**src/rtl/reg_scoreboard_if.sv**
```systemverilog
// Issue, write-back and flush bundle between the ID stage and the
// register scoreboard.
interface reg_scoreboard_if #(
  parameter int NUM_REGS = 15
);
  logic                issue_valid;
  logic [3:0]          src1;
  logic [3:0]          src2;
  logic                use_src2;
  logic [3:0]          dest;
  logic                dest_wb_en;
  logic                write_back_en;
  logic [3:0]          dest_wb;
  logic                flush_valid;
  logic [3:0]          flush_dest;
  logic                stall;
  logic                issue_ack;
  logic [NUM_REGS-1:0] busy_mask;
  logic [3:0]          inflight;
  logic                err_underflow;

  modport master (
    output issue_valid, src1, src2, use_src2,
    output dest, dest_wb_en,
    output write_back_en, dest_wb,
    output flush_valid, flush_dest,
    input  stall, issue_ack,
    input  busy_mask, inflight, err_underflow
  );

  modport slave (
    input  issue_valid, src1, src2, use_src2,
    input  dest, dest_wb_en,
    input  write_back_en, dest_wb,
    input  flush_valid, flush_dest,
    output stall, issue_ack,
    output busy_mask, inflight, err_underflow
  );
endinterface

```
**src/rtl/reg_scoreboard.sv**
```systemverilog
// Per-register pending-write counters; stalls ID issue on RAW hazards
// and on counter saturation. Index 15 (PC) is never tracked.
module reg_scoreboard #(
  parameter int NUM_REGS     = 15,
  parameter int CNT_W        = 2,
  parameter int MAX_INFLIGHT = 3,
  parameter int WB_BYPASS    = 1
) (
  input logic             clk,
  input logic             rst,
  reg_scoreboard_if.slave sb
);

  localparam int   UW     = CNT_W + 1;
  localparam logic BYPASS = (WB_BYPASS != 0);

  typedef logic [NUM_REGS-1:0] mask_t;
  typedef logic [CNT_W-1:0]    cnt_t;

  cnt_t [NUM_REGS-1:0] count_q;
  cnt_t [NUM_REGS-1:0] count_d;
  mask_t               busy_q;
  mask_t               busy_d;
  logic [3:0]          inflight_q;
  logic [3:0]          inflight_d;
  logic                err_q;
  logic                err_d;

  mask_t src1_oh;
  mask_t src2_oh;
  mask_t dest_oh;
  mask_t wb_oh;
  mask_t fl_oh;
  mask_t inc_oh;
  mask_t rd_block;
  mask_t at_max;

  logic hazard1;
  logic hazard2;
  logic overflow;
  logic stall;
  logic issue_ack;

  // Out-of-range indices (incl. PC) decode to an empty mask.
  function automatic mask_t onehot(input logic [3:0] idx);
    mask_t v;
    v = '0;
    for (int i = 0; i < NUM_REGS; i++) begin
      if (idx == 4'(i)) v[i] = 1'b1;
    end
    return v;
  endfunction

  always_comb begin
    src1_oh = onehot(sb.src1);
    src2_oh = sb.use_src2 ? onehot(sb.src2) : '0;
    dest_oh = sb.dest_wb_en ? onehot(sb.dest) : '0;
    wb_oh   = sb.write_back_en ? onehot(sb.dest_wb) : '0;
    fl_oh   = sb.flush_valid ? onehot(sb.flush_dest) : '0;
  end

  // A single pending write being retired right now is bypassed
  // through the negedge register-file write.
  always_comb begin
    rd_block = '0;
    at_max   = '0;
    for (int i = 0; i < NUM_REGS; i++) begin
      rd_block[i] = (count_q[i] != '0) &&
                    !(BYPASS && wb_oh[i] &&
                      (count_q[i] == cnt_t'(1)));
      at_max[i]   = (count_q[i] == cnt_t'(MAX_INFLIGHT)) &&
                    !wb_oh[i] && !fl_oh[i];
    end
  end

  always_comb begin
    hazard1   = |(src1_oh & rd_block);
    hazard2   = |(src2_oh & rd_block);
    overflow  = |(dest_oh & at_max);
    stall     = sb.issue_valid & (hazard1 | hazard2 | overflow);
    issue_ack = sb.issue_valid & ~stall;
    inc_oh    = dest_oh & {NUM_REGS{issue_ack}};
  end

  always_comb begin
    logic [UW-1:0] up;
    logic [UW-1:0] dn;
    logic [7:0]    sum;
    count_d = count_q;
    busy_d  = '0;
    err_d   = err_q;
    sum     = '0;
    up      = '0;
    dn      = '0;
    for (int i = 0; i < NUM_REGS; i++) begin
      up = UW'(count_q[i]) + UW'(inc_oh[i]);
      dn = UW'(wb_oh[i]) + UW'(fl_oh[i]);
      if (dn > up) begin
        count_d[i] = '0;
        err_d      = 1'b1;
      end else begin
        count_d[i] = cnt_t'(up - dn);
      end
      busy_d[i] = (count_d[i] != '0);
      sum       = sum + 8'(count_d[i]);
    end
    inflight_d = (sum > 8'd15) ? 4'hF : sum[3:0];
  end

  always_ff @(posedge clk or posedge rst) begin
    if (rst) begin
      count_q    <= '0;
      busy_q     <= '0;
      inflight_q <= '0;
      err_q      <= 1'b0;
    end else begin
      count_q    <= count_d;
      busy_q     <= busy_d;
      inflight_q <= inflight_d;
      err_q      <= err_d;
    end
  end

  assign sb.stall         = stall;
  assign sb.issue_ack     = issue_ack;
  assign sb.busy_mask     = busy_q;
  assign sb.inflight      = inflight_q;
  assign sb.err_underflow = err_q;

endmodule

```
**src/flat_wrapper.sv**
```systemverilog
// flat-port wrapper written by rule: the top's interface ports become plain ports
module reg_scoreboard_flat 
#(
  parameter int NUM_REGS     = 15,
  parameter int CNT_W        = 2,
  parameter int MAX_INFLIGHT = 3,
  parameter int WB_BYPASS    = 1
)
  (clk, rst, sb_issue_valid, sb_src1, sb_src2, sb_use_src2, sb_dest, sb_dest_wb_en, sb_write_back_en, sb_dest_wb, sb_flush_valid, sb_flush_dest, sb_stall, sb_issue_ack, sb_busy_mask, sb_inflight, sb_err_underflow);
  reg_scoreboard_if #(.NUM_REGS(NUM_REGS)) sb_i ();
  input logic clk;
  input logic rst;
  input wire logic [$bits(sb_i.issue_valid)-1:0] sb_issue_valid;
  input wire logic [$bits(sb_i.src1)-1:0] sb_src1;
  input wire logic [$bits(sb_i.src2)-1:0] sb_src2;
  input wire logic [$bits(sb_i.use_src2)-1:0] sb_use_src2;
  input wire logic [$bits(sb_i.dest)-1:0] sb_dest;
  input wire logic [$bits(sb_i.dest_wb_en)-1:0] sb_dest_wb_en;
  input wire logic [$bits(sb_i.write_back_en)-1:0] sb_write_back_en;
  input wire logic [$bits(sb_i.dest_wb)-1:0] sb_dest_wb;
  input wire logic [$bits(sb_i.flush_valid)-1:0] sb_flush_valid;
  input wire logic [$bits(sb_i.flush_dest)-1:0] sb_flush_dest;
  output wire logic [$bits(sb_i.stall)-1:0] sb_stall;
  output wire logic [$bits(sb_i.issue_ack)-1:0] sb_issue_ack;
  output wire logic [$bits(sb_i.busy_mask)-1:0] sb_busy_mask;
  output wire logic [$bits(sb_i.inflight)-1:0] sb_inflight;
  output wire logic [$bits(sb_i.err_underflow)-1:0] sb_err_underflow;
  assign sb_i.issue_valid = sb_issue_valid;
  assign sb_i.src1 = sb_src1;
  assign sb_i.src2 = sb_src2;
  assign sb_i.use_src2 = sb_use_src2;
  assign sb_i.dest = sb_dest;
  assign sb_i.dest_wb_en = sb_dest_wb_en;
  assign sb_i.write_back_en = sb_write_back_en;
  assign sb_i.dest_wb = sb_dest_wb;
  assign sb_i.flush_valid = sb_flush_valid;
  assign sb_i.flush_dest = sb_flush_dest;
  assign sb_stall = sb_i.stall;
  assign sb_issue_ack = sb_i.issue_ack;
  assign sb_busy_mask = sb_i.busy_mask;
  assign sb_inflight = sb_i.inflight;
  assign sb_err_underflow = sb_i.err_underflow;
  reg_scoreboard #(.NUM_REGS(NUM_REGS), .CNT_W(CNT_W), .MAX_INFLIGHT(MAX_INFLIGHT), .WB_BYPASS(WB_BYPASS)) u_core (.clk(clk), .rst(rst), .sb(sb_i));
endmodule
```
**config.mk**
```make
export PLATFORM = sky130hd
export DESIGN_NAME = reg_scoreboard_flat
export DESIGN_NICKNAME = d
export VERILOG_FILES = /design/src/rtl/reg_scoreboard_if.sv /design/src/rtl/reg_scoreboard.sv /design/src/flat_wrapper.sv
export SDC_FILE = /design/constraint.sdc
export NUM_CORES = 1
export LEC_CHECK = 0
export BUFFER_PORTS_ARGS = -buffer_cell sky130_fd_sc_hd__clkbuf_2
export CELL_PAD_IN_SITES_DETAIL_PLACEMENT = 1
export CELL_PAD_IN_SITES_GLOBAL_PLACEMENT = 2
export CORE_MARGIN = 2
export CORE_UTILIZATION = 37
export DETAILED_ROUTE_END_ITERATION = 8
export GPL_ROUTABILITY_DRIVEN = 0
export HOLD_SLACK_MARGIN = 0.1
export PLACE_DENSITY = 0.83
export SYNTH_ARGS = -nofsm -noshare
export SYNTH_HDL_FRONTEND = slang
export SYNTH_SLANG_ARGS = --single-unit
```
**constraint.sdc**
```tcl
create_clock -name clk -period 10.23 [get_ports clk]
set_input_delay 2.046 -clock clk [delete_from_list [all_inputs] [get_ports clk]]
set_output_delay 2.046 -clock clk [all_outputs]
set_load 0.005 [all_outputs]
```
==> summary.txt <==
Routing
  – Starting DRT DRC Count: 351
  – Vias: 4848
  – Drt drc: 0
  – Vias per inst: 5.50
  – Final WL: 17300 um
  – Post-DRT Antenna Nets: 0
  – First-pass DRT Iterations: 5
  – WL/cell: 19.6 um

Critical path
  – Slowest Stage Delay on Critical Path: 620 ps
  – Kind of critical path: in2reg
  – WP data arrival: 9990 ps
  – CP startpoint kind: input pin
  – Slowest CP cell: fa_2
  – Critical path endpoint category: register
  – Crit-path max FO: 8
  – Data required, critical path: 10410 ps

Finish
  – Area Growth Syn to Fin: 15.0%
  – Fillcell total: 1697
  – Final instance area: 0.00612 mm2
  – Layout cells sized above 1: 16.3%
  – FF+latch area: 0.00125 mm2
  – # diodes: 0
  – Post-layout nets: 849
  – Multi-input gate area: 0.00368 mm2

GRT
  – Initial antenna violation count: 0
  – Largest net degree at the start of global routing: 51
  – Total global routing overflow: 0
  – GRT Util Overall: 23.7%
  – Vias in the first global route: 5157
  – First-pass GRT wire length: 27300 um

Placed design
  – Setup WS pre-CTS: -213 ps
  – Final HPWL DP: 14300 um
  – Post-DP Area: 0.00591 mm2
  – IO buf count: 48

Logic synthesis
  – Adder-cell share of the synthesized area: 31.9%
  – Mux share of post-synthesis cell area: 0.376%
  – Avg Cell Area, Syn: 8.41 um2
  – Post-synth EDFFs: 0
  – Post-Synth Simple-Gate Area: 22.5%
  – Synth Flop Type: dfrtp_1
  – Fraction of the yosys area taken by sequential cells: 23.5%
  – Syn Inst Count: 633
  – Synth Area in Compound Gates: 11.2%
  – #FFs+latches synth: 50
  – Post-Synthesis Cell Area: 0.00533 mm2
  – Synth unique cells: 57
  – Async SR Flop Fraction: 100%
  – Syn Nets: 782
  – Largest family of logic cells by synthesized area: adder cells
  – Yosys warning count: 0
  – Xor/xnor share of the synthesized area: 1.81%

Pwr
  – Clock share of power: 10.7%
  – Power share of the sequential group: 18.9%
  – Switching fraction of total power: 47.4%
  – Design internal power: 862 uW
  – Pwr Density: 268 mW/mm2
  – Leakage Power: 0.00310 uW
  – Total design power: 1640 uW
  – Comb pwr share: 70.3%
  – Worst vdd ir: 0.350 mV
  – Switching Power: 776 uW

STA
  – Minimum clock period: 9810 ps
  – Setup TNS: 0 ps
  – Final Skew: 8.55 ps
  – Slew at the pin closest to its max-slew limit: 868 ps
  – Tcrit/Tclk final: 95.9%
  – Final hold slack: 583 ps
  – Final hold violations: 0
  – Setup ws final: 416 ps
  – Slew Viols, Final: 0
  – Slew headroom: 42.0%
  – Final setup viols: 0
  – Max Fclk: 0.102 GHz

Clock tree
  – Reg clk slew, reported paths: 80 ps
  – Post-CTS Setup Inserts: 0
  – TritonCTS clock tree: done
  – Deepest clock path buffer count: 2
  – H-tree Lvls: 2
  – Clk root buf: clkbuf_16
  – Clock sinks: 50
  – Hold Buf Count CTS: 0
  – Post-cts sizing count: 0
  – Worst-Skew Late Latency: 310 ps
  – Num CTS Buffers: 5

Floorplan
  – Core ar.: 0.0140 mm2
  – I/O Pins: 49
  – Initial Utilization: 38.1%
  – Die H: 124 um
  – Die area: 0.0154 mm2
  – Die width: 124 um
  – Site Rows: 43

Hold path
  – Hold Path Class: reg2reg

Job
  – Maximum capacitance violations: 0

Status
  – Status: completed
==> layer usage <==
| metal | up-vias | track usage (%) | part of all wire, % |
|---|---|---|---|
| met5 | - | 0 | 0 |
| met3 | 30 | 3.89 | 4.9 |
| met1 | 2393 | 30.2 | 45 |
| li1 | 2273 | - | - |
| met4 | 0 | 6.95 | 2.5 |
| met2 | 152 | 41.1 | 48 |
==> cell usage after synthesis (all sizes together) (3+ instances only) <==
master / count / area share (%)
or3: 4 / 0.47
o21ai: 23 / 2.2
o32ai: 4 / 0.66
a21oi: 21 / 2.0
xnor2: 7 / 1.2
ha: 99 / 23
nand2b: 24 / 2.8
fa: 23 / 8.6
or2: 12 / 1.4
o31a: 3 / 0.49
or3b: 3 / 0.49
a22oi: 6 / 0.85
nor3: 28 / 2.9
nor2b: 4 / 0.47
nand4: 9 / 1.1
o21a: 3 / 0.42
o311ai: 5 / 0.82
nor2: 72 / 5.1
clkbuf: 8 / 0.56
xor2: 4 / 0.66
nand2: 42 / 3.0
a211oi: 6 / 0.85
buf: 3 / 0.40
inv: 109 / 7.7
dfrtp: 50 / 23
nor3b: 3 / 0.42
nor4: 11 / 1.3
nand3b: 7 / 0.99
nand3: 13 / 1.2
==> worst paths after layout <==
kind / startpoint / to / cells after the start / slack [ps]
worst max-delay path: sb_dest_wb[3] / u_core.sb.inflight[2]$_DFF_PP0_ / 33 / 420
worst min-delay path: u_core.sb.err_underflow$_DFFE_PP0P_ / u_core.sb.err_underflow$_DFFE_PP0P_ / 2 / 580
worst max register to register: u_core.count_q[1]$_DFF_PP0_ / u_core.sb.inflight[2]$_DFF_PP0_ / 32 / 2050
worst min register to register: u_core.sb.err_underflow$_DFFE_PP0P_ / u_core.sb.err_underflow$_DFFE_PP0P_ / 2 / 580
max in group asynchronous: rst / u_core.count_q[3]$_DFF_PP0_ / 3 / 7830
min in group asynchronous: rst / u_core.sb.busy_mask[6]$_DFF_PP0_ / 3 / 1930
==> final cells by class <==
class | instances | share of cell area (%)
Tap cell | 180 | 3.68
Clock buffer | 5 | 2.04
Timing Repair Buffer | 71 | 6.74
Clock inverter | 3 | 0.307
Sequential cell | 50 | 20.4
Multi-Input combinational cell | 463 | 60.1
Inverter | 109 | 6.68
==> cells in the final DEF, fill, tap and decap left out, types with 3 or more instances in the layout <==
cell	instances
inv_1	108
clkbuf_16	5
fa_1	22
o21ai_0	18
o31a_1	3
nor4_1	10
o21a_1	3
o21ai_1	3
dfrtp_1	50
or2_2	11
nor3_1	22
nor2_1	69
nand3b_1	7
o32ai_1	4
nor2_2	3
xnor2_1	7
clkbuf_2	48
nand3_1	13
buf_4	23
o311ai_0	5
nand2b_1	22
nor3_2	6
nand4_1	9
ha_1	99
or3_1	4
a22oi_1	6
nor3b_1	3
a21oi_1	20
nor2b_1	4
nand2_1	42
a211oi_1	6
xor2_1	4
==> logic make-up (layout without fill, tap and decap cells) <==
logic type,after synthesis,count (layout)
XOR/XNOR,11,11
adder cells (fa/ha/maj),122,122
AO/OA/AOI/OAI,90,90
multiplexers,2,2
AND/OR/NAND/NOR,238,238
buffers and inverters,120,188
flip-flops,50,50
==> critical path, delay by kind of cell <==
kind,cells,cell delay [ps]
adder cells (fa/ha/maj),11,4270
AND/OR/NAND/NOR,9,2050
AO/OA/AOI/OAI,6,1070
buffers and inverters,7,550
==> stage by stage <==
stage / instances / utilization [%]
after floorplan: 633 / -
after global placement: 873 / 42.3
after detailed placement: 873 / 42.3
after CTS: 881 / 43.3
after global routing: 881 / 43.8
final: 881 / 43.8
==> power groups by stage <==
stage / sequential, uW / combinational (uW) / clock (uW)
floorplan: 303 / 769 / 0
global placement: 313 / 1080 / 0
detailed placement: 314 / 1120 / 0
CTS: 310 / 1140 / 182
global route: 317 / 1340 / 187
finish: 310 / 1150 / 176
==> sequential cells by signal, indices dropped and copies added (netlist names) <==
| name | count |
|---|---|
| u_core.sb.busy_mask | 15 |
| u_core.count_q | 30 |
| u_core.sb.err_underflow | 1 |
| u_core.sb.inflight | 4 |
No activity file was read; power rests on OpenSTA's default activity.
